`config.mk`:
```
export PLATFORM = sky130hd
export DESIGN_NAME = mem_arbiter
export DESIGN_NICKNAME = d
export VERILOG_FILES = /design/src/rtl/mem_arbiter_pkg.sv /design/src/rtl/starve_counter.sv /design/src/rtl/mem_arbiter.sv
export SDC_FILE = /design/constraint.sdc
export NUM_CORES = 1
export LEC_CHECK = 0
export CAP_MARGIN = 0
export CORE_MARGIN = 3
export CORE_UTILIZATION = 45
export CTS_CLUSTER_SIZE = 28
export DETAILED_ROUTE_END_ITERATION = 10
export PLACE_DENSITY = 0.82
export SYNTH_ARGS = -nofsm -noshare
export SYNTH_HDL_FRONTEND = slang
export SYNTH_SLANG_ARGS = --single-unit
export TNS_END_PERCENT = 50
```
`constraint.sdc`:
```
create_clock -name clk -period 6.2 [get_ports clk]
set_input_delay 0.93 -clock clk [delete_from_list [all_inputs] [get_ports clk]]
set_output_delay 0.93 -clock clk [all_outputs]
set_load 0.05 [all_outputs]
```
`src/rtl/mem_arbiter_pkg.sv`:
```
// Shared types for the CPU/video memory arbiter: FSM state encoding and access owner.
package mem_arbiter_pkg;

  typedef enum logic [1:0] {
    ST_IDLE  = 2'd0,
    ST_ISSUE = 2'd1,
    ST_WAIT  = 2'd2,
    ST_DONE  = 2'd3
  } state_t;

  typedef enum logic {
    OWN_CPU = 1'b0,
    OWN_VID = 1'b1
  } owner_t;

endpackage

```
`src/rtl/starve_counter.sv`:
```
// Saturating count of video grants made while the CPU waits; at_limit flags the CPU's turn.
module starve_counter #(
  parameter int CNT_W = 3
) (
  input  logic             clk,
  input  logic             reset,
  input  logic             inc,
  input  logic             clr,
  input  logic [CNT_W-1:0] limit,
  output logic             at_limit
);

  logic [CNT_W-1:0] r_count;

  assign at_limit = (r_count == limit);

  always_ff @(posedge clk or posedge reset) begin
    if (reset) begin
      r_count <= '0;
    end else if (clr) begin
      r_count <= '0;
    end else if (inc && !at_limit) begin
      r_count <= r_count + 1'b1;
    end
  end

endmodule

```
`src/rtl/mem_arbiter.sv`:
```
// Two-port (CPU read/write, video read-only) arbiter onto a 1-cycle synchronous RAM.
// Macro MEM_ARBITER_STARVE_GUARD_EN enables the CPU starvation guard; otherwise video has strict priority.
//
//   state    | meaning
//   ST_IDLE  | no access; arbitrate and latch the winner
//   ST_ISSUE | address on RAM, ram_we high for a CPU write
//   ST_WAIT  | RAM read data valid; captured at end of cycle
//   ST_DONE  | owner's ack pulse
module mem_arbiter
  import mem_arbiter_pkg::*;
#(
  parameter int STARVE_LIMIT = 4,
  parameter int DATA_W       = 16
) (
  input  logic              clk,
  input  logic              reset,
  input  logic              cpu_req,
  input  logic              cpu_write,
  input  logic [DATA_W-1:0] cpu_addr,
  input  logic [DATA_W-1:0] cpu_wdata,
  output logic [DATA_W-1:0] cpu_rdata,
  output logic              cpu_ack,
  output logic              cpu_busy,
  input  logic              vid_req,
  input  logic [DATA_W-1:0] vid_addr,
  output logic [DATA_W-1:0] vid_rdata,
  output logic              vid_ack,
  output logic [DATA_W-1:0] ram_addr,
  output logic [DATA_W-1:0] ram_wdata,
  output logic              ram_we,
  input  logic [DATA_W-1:0] ram_rdata
);

  state_t            r_state;
  state_t            w_next;
  owner_t            r_owner;
  logic              r_write;
  logic [DATA_W-1:0] r_ram_addr;
  logic [DATA_W-1:0] r_ram_wdata;
  logic [DATA_W-1:0] r_cpu_rdata;
  logic [DATA_W-1:0] r_vid_rdata;
  logic              w_idle;
  logic              w_grant_vid;
  logic              w_grant_cpu;

  if (STARVE_LIMIT < 1) begin : g_bad_limit
    $error("mem_arbiter: STARVE_LIMIT must be at least 1");
  end

  assign w_idle = (r_state == ST_IDLE);

`ifdef MEM_ARBITER_STARVE_GUARD_EN
  localparam int CNT_W = $clog2(STARVE_LIMIT + 1);

  logic w_at_limit;
  logic w_cnt_inc;
  logic w_cnt_clr;

  // The CPU wins a tie only once video has been granted STARVE_LIMIT times in a row.
  assign w_grant_vid = w_idle && vid_req && !(cpu_req && w_at_limit);
  assign w_grant_cpu = w_idle && cpu_req && !w_grant_vid;
  assign w_cnt_inc   = w_grant_vid && cpu_req;
  assign w_cnt_clr   = w_grant_cpu || (w_idle && !cpu_req);

  starve_counter #(
    .CNT_W(CNT_W)
  ) u_starve_counter (
    .clk     (clk),
    .reset   (reset),
    .inc     (w_cnt_inc),
    .clr     (w_cnt_clr),
    .limit   (CNT_W'(STARVE_LIMIT)),
    .at_limit(w_at_limit)
  );
`else
  assign w_grant_vid = w_idle && vid_req;
  assign w_grant_cpu = w_idle && cpu_req && !vid_req;
`endif

  always_comb begin
    w_next = r_state;
    case (r_state)
      ST_IDLE:  if (w_grant_vid || w_grant_cpu) w_next = ST_ISSUE;
      ST_ISSUE: w_next = ST_WAIT;
      ST_WAIT:  w_next = ST_DONE;
      ST_DONE:  w_next = ST_IDLE;
      default:  w_next = ST_IDLE;
    endcase
  end

  always_ff @(posedge clk or posedge reset) begin
    if (reset) begin
      r_state <= ST_IDLE;
    end else begin
      r_state <= w_next;
    end
  end

  always_ff @(posedge clk or posedge reset) begin
    if (reset) begin
      r_owner     <= OWN_CPU;
      r_write     <= 1'b0;
      r_ram_addr  <= '0;
      r_ram_wdata <= '0;
      r_cpu_rdata <= '0;
      r_vid_rdata <= '0;
    end else begin
      if (w_grant_vid) begin
        r_owner     <= OWN_VID;
        r_write     <= 1'b0;
        r_ram_addr  <= vid_addr;
        r_ram_wdata <= '0;
      end else if (w_grant_cpu) begin
        r_owner     <= OWN_CPU;
        r_write     <= cpu_write;
        r_ram_addr  <= cpu_addr;
        r_ram_wdata <= cpu_wdata;
      end
      // RAM data for the ISSUE address is valid during WAIT.
      if (r_state == ST_WAIT) begin
        if (r_owner == OWN_VID) begin
          r_vid_rdata <= ram_rdata;
        end else if (!r_write) begin
          r_cpu_rdata <= ram_rdata;
        end
      end
    end
  end

  assign ram_addr  = r_ram_addr;
  assign ram_wdata = r_ram_wdata;
  assign ram_we    = (r_state == ST_ISSUE) && r_write;
  assign cpu_rdata = r_cpu_rdata;
  assign vid_rdata = r_vid_rdata;
  assign cpu_ack   = (r_state == ST_DONE) && (r_owner == OWN_CPU);
  assign vid_ack   = (r_state == ST_DONE) && (r_owner == OWN_VID);
  assign cpu_busy  = !w_idle;

endmodule

```
---- Yosys cells after proc, flatten, opt, wreduce, memory -nomap -nowiden ----
Index checks and enable logic that the tools add are counted.
word-level totals
  register bits ........................... 68
  bits of input ports ..................... 69
  output and inout port bits .............. 68
operators by class
  eq/ne operators ......................... 4
  muxes and demuxes ....................... 10
  bitwise gates (word level) .............. 2
  reduce and logical (&&, ||, !) cells .... 13
operators by type and width
  cell                                                                      number
  16-bit 2-to-1 mux                                                         4
  2-bit one-hot mux with 4 select lines                                     1
  1-bit logical AND                                                         6
  2-bit equality test (second input constant)                               2
  1-bit 2-to-1 mux                                                          4
  3-bit AND reduction                                                       1
  2-bit by 1-bit equality test with 1-bit output (second input constant)    1
  1-bit zero test                                                           2
  2-bit zero test                                                           1
  2-bit 2-to-1 mux                                                          1
  2-bit by 1-bit inequality test with 1-bit output (second input constant)  1
  1-bit inverter                                                            2
  2-bit AND reduction                                                       1
  2-bit nonzero test                                                        1
  1-bit logical OR                                                          1

---- Depth between registers and ports, before layout ----
  word-level depth ........................ 6
  depth in mapped cells ................... 6
  mapped depth without buffers ............ 5

---- Worst setup path before layout ----
OpenSTA, ideal clock, no wires.
  path type ............................... register to output
  start point ............................. reg r_state[1]
  end point ............................... out cpu_ack
  arrival ................................. 1.226 ns
  required time ........................... 5.270 ns
  slack ................................... 4.044 ns
  stages on the path, launching flop included .. 3
  buffers on the path ..................... 0
  cells stage by stage .................... dfrtp_1 -> ha_1 -> nor2b_1
between the ends
  word-level cells in the longest chain between the ends .. 2
RTL lines
  what                      line                text
  start: declaration        mem_arbiter.sv:34   state_t r_state;
  start signal: assignment  mem_arbiter.sv:95   r_state <= w_next;
  2-bit equality test       mem_arbiter.sv:135  assign cpu_ack = (r_state == ST_DONE) && (r_owner == OWN_CPU);
  1-bit logical AND         mem_arbiter.sv:135
  end: declaration          mem_arbiter.sv:22   output logic cpu_ack,
Every way passes these cells.

---- Final worst setup path ----
  start point ............................. reg r_state[0]
  end point ............................... out cpu_busy
between the ends
  word-level cells in the longest chain between the ends .. 2
RTL lines
  what              line                text
  2-bit zero test   mem_arbiter.sv:50   assign w_idle = (r_state == ST_IDLE);
  1-bit zero test   mem_arbiter.sv:137  assign cpu_busy = !w_idle;
  end: declaration  mem_arbiter.sv:23   output logic cpu_busy,
Every way passes these cells.

==> flow_summary.toml <==
[grt]
grt_max_degree = 69
gr-total-overflow = 0
grt_pass1_wl_microns = 10300
grt_usage_pct = 17.6
antenna_found_initial = 0
grt_pass1_vias = 2185

[route]
routed_wl_microns = 6610
drtIter0Drc = 42
drc = 0
vias = 2095
dr.pass1.iters = 4
antenna_left = 0
vias_per_cell = 4.78
routedWlPerCell_microns = 15.1

[sta]
rsz0062_at_grt = "no"
finalCritPeriodShare_pct = 46.9
hold_viol = 0
worst_slew_pin_slew_ns = 0.886
setup_viol = 0
min_period_ns = 2.91
tns_ns = 0
slew_viol_final = 0
relSlewSlack_pct = 40.9
holdWs_ns = 0.487
fmax_mhz = 344
fin_skew_ns = 0.00769

[layout]
final_cell_mix = "clkdlybuf4s50_1, dfrtp_1, mux2_2"
nNetsFinal = 430
diodes = 0
final_common_cell = "clkdlybuf4s50_1"
drive_above_1_share_pct = 21.9
fillers = 455
syn_to_final_growth_pct = 53.9

[worst_setup_path]
worstPathRequired_ns = 5.27
critPathLaunchType = "flop"
crit_arrival_ns = 1.98
cpPeakStageDelay_ns = 0.82
critPathKind = "reg2out"
crit_family = "buffers and inverters"
critPathMaxFanout = 6
crit_buf_inv = 3
crit_top_cell = "inv_1"
cp_slowest_cell = "clkdlybuf4s50_1"
crit_chain = "inv_1 -> ha_1 -> inv_1 -> clkdlybuf4s50_1"
critPathCaptureType = "output port"

[clock_network]
cts.clk_slew.worst_paths_ns = 0.08
post_cts_resized = 0
cts_tree = "yes"
cts_buffers = 9
clkLatencyLatePin_ns = 0.33
ctsLongestPathBuffers = 2
htree_levels = 3
root_buffer = "clkbuf_8"
postCtsSetupRepairBufs = 0
cts_sinks = 68
cts_hold_buf = 0

[yosys]
synthAdderAreaFrac_pct = 2.08
synth_largest_area_cell = "dfrtp_1"
syn_nets = 290
yosys-top-cells-area = "dfrtp_1, mux2_2, mux2i_1"
synthXorXnorAreaFrac_pct = 0
synth-simple-area-share_pct = 5.02
synthesis.area_sq_mm = 0.00301
postSynthAreaPerCell_sq_um = 13.9
yosysSeqAreaShare_pct = 56.5
synthCells = 216
synth_top_area_share_pct = 56.5
synth_cell_type_count = 22
synth_seq_cells = 68
synth_compound_area_share_pct = 0.457
muxShareOfSynthArea_pct = 31.2
yosysWarnings = 0
synth_top_family_by_area = "multiplexers"

[floorplan]
fp.dieH_microns = 87.8
top_level_ports = 137
rows = 29
start_util_pct = 46.9
dieWidth_microns = 87.8
die_area_sq_mm = 0.00771
fp.coreArea_sq_mm = 0.00642

[min_path]
holdCritPathClass = "reg2reg"

[job]
drv_cap = 0

[outcome]
status = "finished, final reports clean"

[placed_design]
hpwlAfterDp_microns = 4890
place.gp.congestion = 0.758
numPortBuffers = 136
[worst register-to-register path, cell delays in order, from the launching register on]
cell and delay (ns):
dfrtp_1 0.38, inv_1 0.10, ha_1 0.22, nand2_2 0.43, nand2_2 0.65, mux2_2 0.49
[cells in the mapped netlist, drive strengths merged]
library cell / instances
dfrtp: 68
and2: 2
nand2: 21
buf: 7
nand3: 2
ha: 5
nor2: 1
a41oi: 1
clkbuf: 1
mux2i: 17
nand3b: 1
nor3b: 1
nor2b: 1
o21ai: 1
nand2b: 1
mux2: 65
inv: 21
[stage by stage]
step                utilization, %  setup slack [ns]  area (sq um)  cells
CTS                           72.2              3.27          4640    438
floorplan                        -              3.56          3010    216
global placement              68.7              3.08          4410    422
detailed placement            68.7              3.01          4410    422
global route                  72.2              3.20          4640    438
finish                        72.2              3.29          4640    438
[final cells by class]
type / count / area, sq um / area share [%]
Multi-Input combinational cell: 119 / 1170 / 25.2
Timing Repair Buffer: 137 / 1370 / 29.5
Clock inverter: 7 / 100 / 2.16
Sequential cell: 68 / 1700 / 36.7
Tap cell: 77 / 96.3 / 2.08
Clock buffer: 9 / 124 / 2.67
Inverter: 21 / 78.8 / 1.70
[state kept, by name (all words and copies together), names as in the netlist]
register	cells
r_state	2
vid_rdata	16
cpu_rdata	16
r_write	1
ram_wdata	16
ram_addr	16
r_owner	1
[metal layers]
metal / GRT usage, % / share of wire, % / wire [microns]
met5: 0 / 0 / 0
met4: 7.67 / 1.9 / 127
met3: 4.33 / 6.1 / 404
met2: 28.6 / 50 / 3330
met1: 22.4 / 42 / 2760
[logic make-up after synthesis]
family	Yosys count
multiplexers	82
flip-flops	68
AND/OR/NAND/NOR	30
buffers and inverters	29
adder cells (fa/ha/maj)	5
AO/OA/AOI/OAI	2
[worst paths after layout]
kind	endpoint	from	depth (start not counted)	slack, ns
max	cpu_busy	r_state[0]	4	3.29
min	cpu_rdata[0]	cpu_rdata[0]	1	0.49
max reg2reg	ram_addr[2]	r_state[0]	5	3.83
min reg2reg	cpu_rdata[0]	cpu_rdata[0]	1	0.49
max in group asynchronous	ram_addr[11]	reset	3	4.49
min in group asynchronous	cpu_rdata[8]	reset	3	1.16
Power is not shown: default switching activity piles up to over one toggle a cycle in this logic, so the estimate is an artifact.
